<file path="config.mk">
export PLATFORM = sky130hd
export DESIGN_NAME = instruction_fetch_queue_flat
export DESIGN_NICKNAME = d
export VERILOG_FILES = /design/src/rtl/instruction_fetch_queue_if.sv /design/src/rtl/instruction_fetch_queue.sv /design/src/flat_wrapper.sv
export SDC_FILE = /design/constraint.sdc
export NUM_CORES = 1
export LEC_CHECK = 0
export CAP_MARGIN = 20
export CORE_ASPECT_RATIO = 0.7
export CORE_UTILIZATION = 57
export CTS_CLUSTER_SIZE = 25
export DETAILED_ROUTE_END_ITERATION = 6
export PLACE_DENSITY_LB_ADDON = 0.05
export SLEW_MARGIN = 25
export SYNTH_ARGS = -nofsm -noshare
export SYNTH_HDL_FRONTEND = slang
export SYNTH_SLANG_ARGS = --single-unit
</file>
<file path="constraint.sdc">
create_clock -name clk -period 9.8 [get_ports clk]
set_input_delay 2.94 -clock clk [delete_from_list [all_inputs] [get_ports clk]]
set_output_delay 2.94 -clock clk [all_outputs]
set_load 0.005 [all_outputs]
</file>
<file path="src/rtl/instruction_fetch_queue_if.sv">
// Fetch-side bus bundle: the request/response channel to the 1-cycle
// instruction memory and the valid/ready channel towards decode.
// master = the fetch queue, slave = the memory/decode environment.
interface instruction_fetch_queue_if #(
    parameter int len   = 32,
    parameter int DEPTH = 4
);
    localparam int OCC_W = $clog2(DEPTH) + 1;

    // Memory channel
    logic             out_mem_req;
    logic [len-1:0]   out_mem_addr;
    logic             in_mem_valid;
    logic [len-1:0]   in_mem_data;

    // Decode channel
    logic             out_valid;
    logic             in_ready;
    logic [len-1:0]   out_instruction;
    logic [len-1:0]   out_pc_branch;
    logic [OCC_W-1:0] out_occupancy;

    modport master (
        output out_mem_req,
        output out_mem_addr,
        input  in_mem_valid,
        input  in_mem_data,
        output out_valid,
        input  in_ready,
        output out_instruction,
        output out_pc_branch,
        output out_occupancy
    );

    modport slave (
        input  out_mem_req,
        input  out_mem_addr,
        output in_mem_valid,
        output in_mem_data,
        input  out_valid,
        output in_ready,
        input  out_instruction,
        input  out_pc_branch,
        input  out_occupancy
    );
endinterface

</file>
<file path="src/rtl/instruction_fetch_queue.sv">
// MIPS fetch stage: PC register with prioritised redirects, credit-limited
// pipelined requests to a 1-cycle instruction memory, and a DEPTH-entry
// prefetch FIFO delivering {instruction, PC+4} to decode over valid/ready.
// A redirect or reset flushes the FIFO and drops any response in flight.
module instruction_fetch_queue #(
    parameter int             len      = 32,
    parameter int             DEPTH    = 4,
    parameter logic [len-1:0] RESET_PC = '0
) (
    input  logic           clk,
    input  logic           reset,          // synchronous, active-low
    input  logic [2:0]     in_pc_src,      // [0] jump, [1] branch, [2] register
    input  logic [len-1:0] in_pc_jump,
    input  logic [len-1:0] in_pc_branch,
    input  logic [len-1:0] in_pc_register,
    input  logic           in_pc_enable,
    instruction_fetch_queue_if.master fq
);
    localparam int             PTR_W       = $clog2(DEPTH);
    localparam int             OCC_W       = PTR_W + 1;
    localparam logic [len-1:0] INSTR_BYTES = len'(4);

    // Architectural fetch state
    logic [len-1:0]   pc_q, pc_d;
    logic             inflight_q, inflight_d;
    logic [len-1:0]   inflight_addr_q, inflight_addr_d;

    // FIFO bookkeeping
    logic [PTR_W-1:0] wr_ptr_q, wr_ptr_d;
    logic [PTR_W-1:0] rd_ptr_q, rd_ptr_d;
    logic [OCC_W-1:0] count_q, count_d;

    // FIFO storage: instruction word and its PC+4
    logic [len-1:0]   instr_mem [DEPTH];
    logic [len-1:0]   pc4_mem   [DEPTH];

    logic             redirect;
    logic [len-1:0]   redirect_target;
    logic             has_credit;
    logic             issue;
    logic             push;
    logic             pop;
    logic             head_valid;

    assign redirect = |in_pc_src;

    // Redirect target: register outranks branch, branch outranks jump
    always_comb begin
        // NOTE: every signal driven in always_comb gets a default first so no path leaves it unassigned (no latch).
        redirect_target = in_pc_jump;
        if (in_pc_src[2]) begin
            redirect_target = in_pc_register;
        end else if (in_pc_src[1]) begin
            redirect_target = in_pc_branch;
        end
    end

    // Credit covers stored entries plus the one response that may still arrive,
    // so a push can never find the FIFO full. A same-cycle pop adds no credit.
    assign has_credit = ({1'b0, count_q} + {{OCC_W{1'b0}}, inflight_q})
                        < (OCC_W + 1)'(DEPTH);

    assign issue      = reset && in_pc_enable && !redirect && has_credit;
    // A response landing in a redirect cycle belongs to the old stream: drop it.
    assign push       = reset && inflight_q && fq.in_mem_valid && !redirect;
    assign head_valid = reset && (count_q != '0);
    assign pop        = head_valid && fq.in_ready;

    // Next-state for PC, in-flight tracking and FIFO pointers/count
    always_comb begin
        pc_d            = pc_q;
        inflight_d      = issue;   // a redirect suppresses issue, which squashes the next response
        inflight_addr_d = inflight_addr_q;
        wr_ptr_d        = wr_ptr_q;
        rd_ptr_d        = rd_ptr_q;
        count_d         = count_q;

        if (redirect) begin
            pc_d     = redirect_target;
            wr_ptr_d = '0;
            rd_ptr_d = '0;
            count_d  = '0;
        end else begin
            if (issue) begin
                pc_d            = pc_q + INSTR_BYTES;
                inflight_addr_d = pc_q;
            end
            if (push) begin
                wr_ptr_d = wr_ptr_q + PTR_W'(1);
            end
            if (pop) begin
                rd_ptr_d = rd_ptr_q + PTR_W'(1);
            end
            case ({push, pop})
                2'b10:   count_d = count_q + OCC_W'(1);
                2'b01:   count_d = count_q - OCC_W'(1);
                default: count_d = count_q;
            endcase
        end
    end

    // Control register bank with synchronous active-low reset
    always_ff @(posedge clk) begin
        // NOTE: sequential state uses non-blocking assignments so every register samples pre-edge values.
        if (!reset) begin
            pc_q            <= RESET_PC;
            inflight_q      <= 1'b0;
            inflight_addr_q <= '0;
            wr_ptr_q        <= '0;
            rd_ptr_q        <= '0;
            count_q         <= '0;
        end else begin
            pc_q            <= pc_d;
            inflight_q      <= inflight_d;
            inflight_addr_q <= inflight_addr_d;
            wr_ptr_q        <= wr_ptr_d;
            rd_ptr_q        <= rd_ptr_d;
            count_q         <= count_d;
        end
    end

    // FIFO storage write: record the response word with its fall-through PC
    always_ff @(posedge clk) begin
        // NOTE: storage is deliberately not reset; count_q alone decides which entries are meaningful.
        if (push) begin
            instr_mem[wr_ptr_q] <= fq.in_mem_data;
            pc4_mem[wr_ptr_q]   <= inflight_addr_q + INSTR_BYTES;
        end
    end

    assign fq.out_mem_req     = issue;
    assign fq.out_mem_addr    = pc_q;
    assign fq.out_valid       = head_valid;
    assign fq.out_instruction = instr_mem[rd_ptr_q];
    assign fq.out_pc_branch   = pc4_mem[rd_ptr_q];
    assign fq.out_occupancy   = reset ? count_q : '0;

endmodule

</file>
<file path="src/flat_wrapper.sv">
// flat-port wrapper written by rule: the top's interface ports become plain ports
module instruction_fetch_queue_flat 
#(
    parameter int             len      = 32,
    parameter int             DEPTH    = 4,
    parameter logic [len-1:0] RESET_PC = '0
)
  (clk, reset, in_pc_src, in_pc_jump, in_pc_branch, in_pc_register, in_pc_enable, fq_out_mem_req, fq_out_mem_addr, fq_in_mem_valid, fq_in_mem_data, fq_out_valid, fq_in_ready, fq_out_instruction, fq_out_pc_branch, fq_out_occupancy);
  instruction_fetch_queue_if #(.len(len), .DEPTH(DEPTH)) fq_i ();
  input  logic clk;
  input  logic reset;
  input  logic [2:0] in_pc_src;
  input  logic [len-1:0] in_pc_jump;
  input  logic [len-1:0] in_pc_branch;
  input  logic [len-1:0] in_pc_register;
  input  logic in_pc_enable;
  output wire logic [$bits(fq_i.out_mem_req)-1:0] fq_out_mem_req;
  output wire logic [$bits(fq_i.out_mem_addr)-1:0] fq_out_mem_addr;
  input wire logic [$bits(fq_i.in_mem_valid)-1:0] fq_in_mem_valid;
  input wire logic [$bits(fq_i.in_mem_data)-1:0] fq_in_mem_data;
  output wire logic [$bits(fq_i.out_valid)-1:0] fq_out_valid;
  input wire logic [$bits(fq_i.in_ready)-1:0] fq_in_ready;
  output wire logic [$bits(fq_i.out_instruction)-1:0] fq_out_instruction;
  output wire logic [$bits(fq_i.out_pc_branch)-1:0] fq_out_pc_branch;
  output wire logic [$bits(fq_i.out_occupancy)-1:0] fq_out_occupancy;
  assign fq_out_mem_req = fq_i.out_mem_req;
  assign fq_out_mem_addr = fq_i.out_mem_addr;
  assign fq_i.in_mem_valid = fq_in_mem_valid;
  assign fq_i.in_mem_data = fq_in_mem_data;
  assign fq_out_valid = fq_i.out_valid;
  assign fq_i.in_ready = fq_in_ready;
  assign fq_out_instruction = fq_i.out_instruction;
  assign fq_out_pc_branch = fq_i.out_pc_branch;
  assign fq_out_occupancy = fq_i.out_occupancy;
  instruction_fetch_queue #(.len(len), .DEPTH(DEPTH), .RESET_PC(RESET_PC)) u_core (.clk(clk), .reset(reset), .in_pc_src(in_pc_src), .in_pc_jump(in_pc_jump), .in_pc_branch(in_pc_branch), .in_pc_register(in_pc_register), .in_pc_enable(in_pc_enable), .fq(fq_i));
endmodule
</file>
==> flow_metrics.tcl, run 1 <==
set metrics [dict create \
    outcome "finished clean" \
    track_usage_pct 25.0 \
    synthCells 950 \
    synth_area_leaders "edfxtp_1, dfxtp_1, mux4_2, nand2_1, a21oi_1" \
    grt_pass1_vias 8805 \
    grt_start_max_net_pins 65 \
    routed-via-count 8873 \
    vias_per_cell 5.83 \
    h-tree-depth 1 \
    die_w_um 188 \
    maxCapViolCount 0 \
    diodes 0 \
    worstPathRequired_ps 6860 \
    async_reset_ff_share_pct 0 \
    synthXorXnorAreaFrac_pct 2.42 \
    clk_pin_slew_worst_paths_ps 60 \
    drt_pass1_iterations 5 \
    cts_setup_buffers 0 \
    area_growth_pct 26.0 \
    cts.sinks 330 \
    intPower_w 0.00217 \
    ctsResizeCount 0 \
    synth_top_area_share_pct 55.9 \
    postLayoutCoreUtil_pct 73.2 \
    min_path_type "reg2reg" \
    drv_slew 0 \
    critPathArrivalTime_ps 4850 \
    cts_tree "built" \
    gp_congestion 0.912 \
    finalSetupViolCount 0 \
    wirelength_um 30300 \
    finClkSkew_ps 17.8 \
    rsz0062_at_grt "no" \
    drive_gt1_share_pct 11.2 \
    startpoint_type "input pin" \
    initial_core_util_pct 58.1 \
    fin_crit_ps 7790 \
    grt_pass1_wl_um 48400 \
    cts_buffers 30 \
    fin_tns_setup_ps 0 \
    synth-adder-area-share_pct 0.783 \
    synth_top_area_cell "edfxtp_1" \
    max_freq_mhz 128 \
    drtAntennaViolNets 0 \
    synthDistinctLibCells 55 \
    p_switching_w 0.000559 \
    rows 47 \
    leakage_nw 5.50 \
    antenna_found_initial 0 \
    synthesis.area_sq_mm 0.0137 \
    clk_latency_ps 550 \
    cts_root_buf "clkbuf_16" \
    ctsHoldBuffers 0 \
    critPathMaxFanout 33 \
    post-dp-hpwl_um 20200 \
    muxShareOfSynthArea_pct 11.0 \
    die-area_sq_mm 0.0247 \
    relSlewSlack_pct 29.6 \
    switching_share_pct 20.5 \
    crit_start "in_pc_src[1]" \
    drc 0 \
    core_sq_mm 0.0236 \
    peakVddDrop_mv 0.156 \
    cts_buffer_depth 3 \
    synth_top_family_by_area "multiplexers" \
    min_from "u_core.inflight_addr_q[24]$_SDFFE_PN0P_" \
    ys_seq_area_share_pct 66.7 \
    tightest_slew_ps 1050 \
    overflow 0 \
    p_comb_share_pct 5.4 \
    critPathKind "in2out" \
    syn-num-nets 1094 \
    synth_edf_count 256 \
    fin_nets 1326 \
    drt-wirelength-per-cell_um 19.9 \
    drtIter0Drc 683 \
    dominantRegCellSynth "edfxtp_1" \
    pin_count 237 \
    die_height_um 132 \
    power_density_mw_per_mm2 157 \
    ys_top_cells_by_count "edfxtp_1, nand2_1, dfxtp_1, mux4_2, a21oi_1" \
    critPathCaptureType "primary output" \
    timing_hold_violations_final 0 \
    ys_seq_elements 330 \
    rr_startpoint "u_core.fq.out_mem_addr[4]$_SDFFE_PN0P_" \
    finalCritPeriodShare_pct 79.5 \
    synth_compound_area_share_pct 8.02 \
    seqPwrFrac_pct 56.1 \
    yosysMostFrequentCell "edfxtp_1" \
    pwr-share-clk_pct 38.5 \
    portBuffers 236 \
    yosys_warnings 0 \
    syn_avg_cell_area_sq_um 14.5 \
    yosys.area_share.simple_pct 9.18 \
]
-- power by group through the flow --
| stage | clock (W) | combinational, W | sequential [W] |
|---|---|---|---|
| floorplan | 0 | 0.0000515 | 0.00155 |
| global placement | 0 | 0.000144 | 0.00156 |
| global route | 0.00113 | 0.000159 | 0.00153 |
| CTS | 0.00107 | 0.000147 | 0.00153 |
| detailed placement | 0 | 0.000146 | 0.00156 |
| finish | 0.00105 | 0.000147 | 0.00153 |
-- area by class of cell --
cell class | instances | area, sq um
Sequential cell | 330 | 9170
Fill cell | 1592 | 6330
Multi-Input combinational cell | 552 | 4330
Timing Repair Buffer | 249 | 2460
Clock buffer | 41 | 802
Tap cell | 318 | 398
Clock inverter | 14 | 81.3
Inverter | 19 | 71.3
-- kinds of logic after synthesis --
kind of cell	Yosys count
compound gates	179
mux	71
fa+ha+maj	8
buf+inv	68
flops	330
xor+xnor	38
simple gates	256
-- metrics by stage --
step                instances  power, W  worst slack (ps)  hold slack, ps  area, sq um
detailed placement       1468   0.00170              2010             475        16400
floorplan                 950   0.00160              2870             448        13700
global route             1523   0.00281              1910             506        17300
global placement         1468   0.00170              2050             471        16400
CTS                      1523   0.00274              2010             483        17300
finish                   1523   0.00273              2010             485        17300
-- layer usage --
layer / share of wire, % / vias to the layer above / track usage (%)
met2: 47 / 302 / 39.5
li1: - / 4155 / -
met1: 45 / 4374 / 36.5
met4: 1.9 / 0 / 5.47
met5: 0 / - / 0
met3: 6.7 / 42 / 4.90
-- critical path, stage by stage --
cell and delay, ps:
clkdlybuf4s50_1 400, buf_4 250, nor3_2 200, buf_4 290
nand3_1 140, inv_1 100, clkdlybuf4s50_1 510
-- state kept, by name, summed over array words and instances (netlist names), named ones only --
signal,flops
u_core.count_q,3
u_core.fq.out_mem_addr,32
u_core.inflight_addr_q,32
u_core.inflight_q,1
u_core.instr_mem,128
u_core.pc4_mem,128
u_core.rd_ptr_q,2
u_core.wr_ptr_q,2
-- cells in the final DEF (no fill, tap or decap), types with 5 or more instances in the layout --
| master | count |
|---|---|
| clkdlybuf4s50_1 | 236 |
| clkbuf_16 | 30 |
| and2_1 | 5 |
| dfxtp_1 | 72 |
| nand3_1 | 36 |
| buf_4 | 13 |
| a21oi_1 | 63 |
| clkbuf_1 | 10 |
| clkinv_2 | 6 |
| mux4_2 | 64 |
| and3_1 | 17 |
| clkinv_1 | 5 |
| and4_1 | 6 |
| inv_1 | 18 |
| ha_1 | 7 |
| xnor2_1 | 20 |
| mux2i_1 | 6 |
| o22ai_1 | 6 |
| xor2_1 | 18 |
| nor4_1 | 5 |
| edfxtp_1 | 256 |
| a221o_1 | 9 |
| o21ai_0 | 52 |
| o211a_1 | 5 |
| nand4_1 | 11 |
| nor3_1 | 13 |
| nor2_1 | 29 |
| nand2_1 | 112 |
| a22oi_1 | 14 |
-- final timing paths --
| check | endpoint | slack [ps] | depth (start not counted) |
|---|---|---|---|
| setup reg to reg | u_core.fq.out_mem_addr[13]$_SDFFE_PN0P_ | 7170 | 5 |
| setup / recovery | fq_out_mem_req | 2010 | 7 |
| hold / removal | u_core.inflight_addr_q[24]$_SDFFE_PN0P_ | 490 | 2 |
| hold reg to reg | u_core.inflight_addr_q[24]$_SDFFE_PN0P_ | 490 | 2 |
Note: power is estimated with default switching activity, not from simulation.
==> run 2: changes to the inputs <==
CORE_UTILIZATION = 53   (was 57)
clock period = 7.25 ns   (was 9.8 ns; I/O delays follow)
==> flow_metrics.tcl, run 2 (synthesized netlist as in run 1, its figures left out) <==
set metrics [dict create \
    outcome "finished clean" \
    rsz0062_at_grt "no" \
    min_to "u_core.inflight_addr_q[31]$_SDFFE_PN0P_" \
    die_w_um 194 \
    initial_core_util_pct 54.9 \
    diodes 0 \
    r2r_slack_ps 4710 \
    grt_pass1_vias 8847 \
    worstRegToRegCells 5 \
    peakVddDrop_mv 0.193 \
    fillers 1710 \
    fin_nets 1327 \
    track_usage_pct 23.6 \
    slowest_stage "clkdlybuf4s50_1" \
    maxCapViolCount 0 \
    h-tree-depth 1 \
    drv_slew 0 \
    gp_congestion 0.905 \
    critPathMaxFanout 33 \
    clk_latency_ps 550 \
    critPathArrivalTime_ps 4070 \
    routed-via-count 8884 \
    cts_tree "built" \
    power.total_w 0.00382 \
    antenna_found_initial 0 \
    critPathKind "in2out" \
    die_height_um 137 \
    fin_crit_ps 6250 \
    drtAntennaViolNets 0 \
    ctsResizeCount 0 \
    ctsHoldBuffers 0 \
    cts_setup_buffers 0 \
    leakage_nw 5.57 \
    pin_count 237 \
    crit_chain "clkdlybuf4s50_1, nor3_2, nand3_1, inv_1, buf_4, clkdlybuf4s50_1" \
    power_density_mw_per_mm2 219 \
    drtIter0Drc 714 \
    final_cell_mix "edfxtp_1, clkdlybuf4s50_1, nand2_1, dfxtp_1, mux4_2" \
    die-area_sq_mm 0.0266 \
    hold_depth 2 \
    tightest_slew_ps 1020 \
    startpoint_type "input pin" \
    min_from "u_core.inflight_addr_q[31]$_SDFFE_PN0P_" \
    r2r_end "u_core.fq.out_mem_addr[25]$_SDFFE_PN0P_" \
    drc 0 \
    cts_buffers 30 \
    portBuffers 236 \
    drive_gt1_share_pct 11.8 \
    wirelength_um 31000 \
    max_stage_delay_ps 570 \
    cts_buffer_depth 3 \
    finalCritPeriodShare_pct 86.2 \
    post-dp-hpwl_um 20900 \
    cts.sinks 330 \
    rr_startpoint "u_core.fq.out_mem_addr[4]$_SDFFE_PN0P_" \
    fin_tns_setup_ps 0 \
    layout_commonest_cell "edfxtp_1" \
    grt_start_max_net_pins 65 \
    area_growth_pct 26.8 \
    critPathCaptureType "primary output" \
    max_freq_mhz 160 \
    relSlewSlack_pct 32.2 \
    cp_num_buf_inv 4 \
    finClkSkew_ps 17.5 \
    timing_hold_violations_final 0 \
    cts_root_buf "clkbuf_16" \
    rows 48 \
    grt_pass1_wl_um 48500 \
    overflow 0 \
    finalSetupViolCount 0 \
    clk_pin_slew_worst_paths_ps 60 \
    top_regs "u_core.instr_mem (128), u_core.pc4_mem (128)" \
    min_path_type "reg2reg" \
    crit_top_cell "clkdlybuf4s50_1" \
    drt-wirelength-per-cell_um 20.2 \
    worstPathRequired_ps 5080 \
    drt_pass1_iterations 5 \
    core_sq_mm 0.0250 \
    cp_top_family "buffers and inverters" \
    vias_per_cell 5.80 \
]
[run 2: worst max-delay path by stage]
stage                             from        endpoint  slack (ps)  depth (start not counted)
after detailed placement  in_pc_src[0]  fq_out_mem_req         990                          6
after floorplan           in_pc_src[1]  fq_out_mem_req        1850                          4
after CTS                 in_pc_src[0]  fq_out_mem_req         990                          6
after global routing      in_pc_src[0]  fq_out_mem_req         860                          6
final                     in_pc_src[0]  fq_out_mem_req        1000                          6
after global placement    in_pc_src[0]  fq_out_mem_req        1020                          6
[run 2: worst register-to-register path, cell delays in order (launching register included)]
cell	delay, ps
dfxtp_1	520
nand4_1	470
nor4_2	680
nand2_1	220
or3_1	350
a211oi_1	230
[run 2: layout make-up]
cell class,count,area [sq um],share of cell area (%)
inverter,19,71.3,0.409
clock buffer,45,863,4.95
sequential,330,9180,52.7
multi-input combinational,552,4340,24.9
timing repair buffer,250,2470,14.2
tap,325,407,2.33
clock inverter,11,105,0.603
[run 2: per-layer routing]
metal	wire length, um	part of all wire (%)	GRT usage (%)
met5	0	0	0
met1	14500	47	34.7
met4	537	1.7	5.95
met2	14400	46	37.3
met3	1620	5.2	3.30
[run 2: power breakdown]
group	internal, W	switching [W]	total, W
logic	0.000118	0.0000823	0.000200
registers	0.00204	0.0000295	0.00207
clock network	0.000892	0.000659	0.00155
[run 2: per-stage QoR]
| stage | utilization (%) | instances | hold slack (ps) | instance area (sq um) | setup slack, ps |
|---|---|---|---|---|---|
| 2_1_floorplan | - | 950 | 448 | 13700 | 1850 |
| 3_3_place_gp | 65.7 | 1476 | 464 | 16500 | 1020 |
| 3_5_place_dp | 65.7 | 1476 | 466 | 16500 | 994 |
| 4_1_cts | 69.6 | 1532 | 475 | 17400 | 991 |
| 5_1_grt | 69.6 | 1532 | 497 | 17400 | 861 |
| 6_report | 69.6 | 1532 | 474 | 17400 | 1000 |
==> run 3: changes to the inputs <==
CORE_UTILIZATION = 49   (was 53)
SKIP_CTS_REPAIR_TIMING = 1   (was not set)
==> flow_metrics.tcl, run 3 (synthesized netlist as in run 1, its figures left out) <==
set metrics [dict create \
    fin_nets 1329 \
    grt_pass1_wl_um 49600 \
    top_regs "u_core.instr_mem (128), u_core.pc4_mem (128)" \
    die_height_um 142 \
    cts_tree "built" \
    clk_pin_slew_worst_paths_ps 70 \
    portBuffers 236 \
    final_cell_mix "edfxtp_1, clkdlybuf4s50_1, nand2_1, dfxtp_1, mux4_2" \
    startpoint_type "input pin" \
    drc 0 \
    finalCritPeriodShare_pct 86.7 \
    cts_buffers 30 \
    worstRegToRegCells 5 \
    overflow 0 \
    min_from "u_core.inflight_addr_q[24]$_SDFFE_PN0P_" \
    drive_gt1_share_pct 11.5 \
    critPathArrivalTime_ps 4110 \
    drv_slew 0 \
    r2r_end "u_core.fq.out_mem_addr[25]$_SDFFE_PN0P_" \
    relSlewSlack_pct 30.5 \
    h-tree-depth 1 \
    rr_startpoint "u_core.fq.out_mem_addr[2]$_SDFFE_PN0P_" \
    worstPathRequired_ps 5080 \
    wirelength_um 31800 \
    finClkSkew_ps 10.6 \
    power_density_mw_per_mm2 216 \
    fin_crit_ps 6280 \
    tightest_slew_ps 1040 \
    antenna_found_initial 0 \
    drtAntennaViolNets 0 \
    cts_root_buf "clkbuf_16" \
    vias_per_cell 5.64 \
    leakage_nw 5.55 \
    power.total_w 0.00378 \
    die_w_um 202 \
    core_sq_mm 0.0272 \
    postLayoutCoreUtil_pct 64.3 \
    post-dp-hpwl_um 21000 \
    fin_tns_setup_ps 0 \
    finalInstanceArea_sq_mm 0.0175 \
    place_area_sq_mm 0.0165 \
    max_freq_mhz 159 \
    min_to "u_core.inflight_addr_q[24]$_SDFFE_PN0P_" \
    finalSetupViolCount 0 \
    layout_commonest_cell "edfxtp_1" \
    grt_pass1_vias 8618 \
    r2r_slack_ps 4590 \
    pin_count 237 \
    timing_hold_violations_final 0 \
    critPathMaxFanout 34 \
    rsz0062_at_grt "no" \
    clk_latency_ps 550 \
    initial_core_util_pct 50.6 \
    drt-wirelength-per-cell_um 20.2 \
    die-area_sq_mm 0.0287 \
    rows 50 \
    maxCapViolCount 0 \
    gp_congestion 0.858 \
    min_path_type "reg2reg" \
    grt_start_max_net_pins 65 \
    hold_depth 2 \
    critPathKind "in2out" \
    cts_buffer_depth 3 \
    drt_pass1_iterations 5 \
    peakVddDrop_mv 0.196 \
    diodes 0 \
    track_usage_pct 22.4 \
    outcome "finished clean" \
    critPathCaptureType "primary output" \
    routed-via-count 8859 \
    area_growth_pct 27.1 \
    drtIter0Drc 781 \
    cts.sinks 330 \
]
## run 3: report_power, final
group | internal, W | switching, W | leakage [nW]
Sequential | 0.00204 | 0.0000280 | 2.82
Combinational | 0.000118 | 0.0000827 | 2.27
Clock | 0.000850 | 0.000666 | 0.456
Total | 0.00300 | 0.000776 | 5.55
## run 3: area by class of cell
type                            count  area [sq um]
Clock inverter                     17           138
Inverter                           19          71.3
Clock buffer                       37           798
Multi-Input combinational cell    552          4330
Timing Repair Buffer              252          2490
Sequential cell                   330          9180
Fill cell                        2094          9690
Tap cell                          364           455
## run 3: worst max path at each step
| stage | cells past startpoint | start | slack [ps] | end |
|---|---|---|---|---|
| after detailed placement | 6 | in_pc_src[0] | 1010 | fq_out_mem_req |
| after CTS | 6 | in_pc_src[0] | 1000 | fq_out_mem_req |
| final | 6 | in_pc_src[0] | 970 | fq_out_mem_req |
| after global routing | 6 | in_pc_src[0] | 910 | fq_out_mem_req |
| after global placement | 6 | in_pc_src[0] | 1020 | fq_out_mem_req |
| after floorplan | 4 | in_pc_src[1] | 1850 | fq_out_mem_req |
## run 3: routing by layer
layer  part of all wire, %  track usage, %  up-vias  routed length (um)
met3                   4.9            3.80       30                1550
met2                    45            34.3      211               14400
met4                   1.2            3.68        0                 384
met1                    49            34.2     4468               15400
li1                      -               -     4150                   -
met5                     0               0        -                   0
## run 3: per-stage QoR
step / setup WS (ps) / hold WS, ps / instances
2_1_floorplan: 1850 / 448 / 950
3_3_place_gp: 1020 / 476 / 1516
3_5_place_dp: 1010 / 476 / 1516
4_1_cts: 998 / 488 / 1570
5_1_grt: 906 / 506 / 1571
6_report: 966 / 486 / 1571
## run 3: critical path: stages
cell and delay (ps):
clkdlybuf4s50_1 470, nor3_2 440, nand3_1 130, buf_4 270
inv_1 110, clkdlybuf4s50_1 500
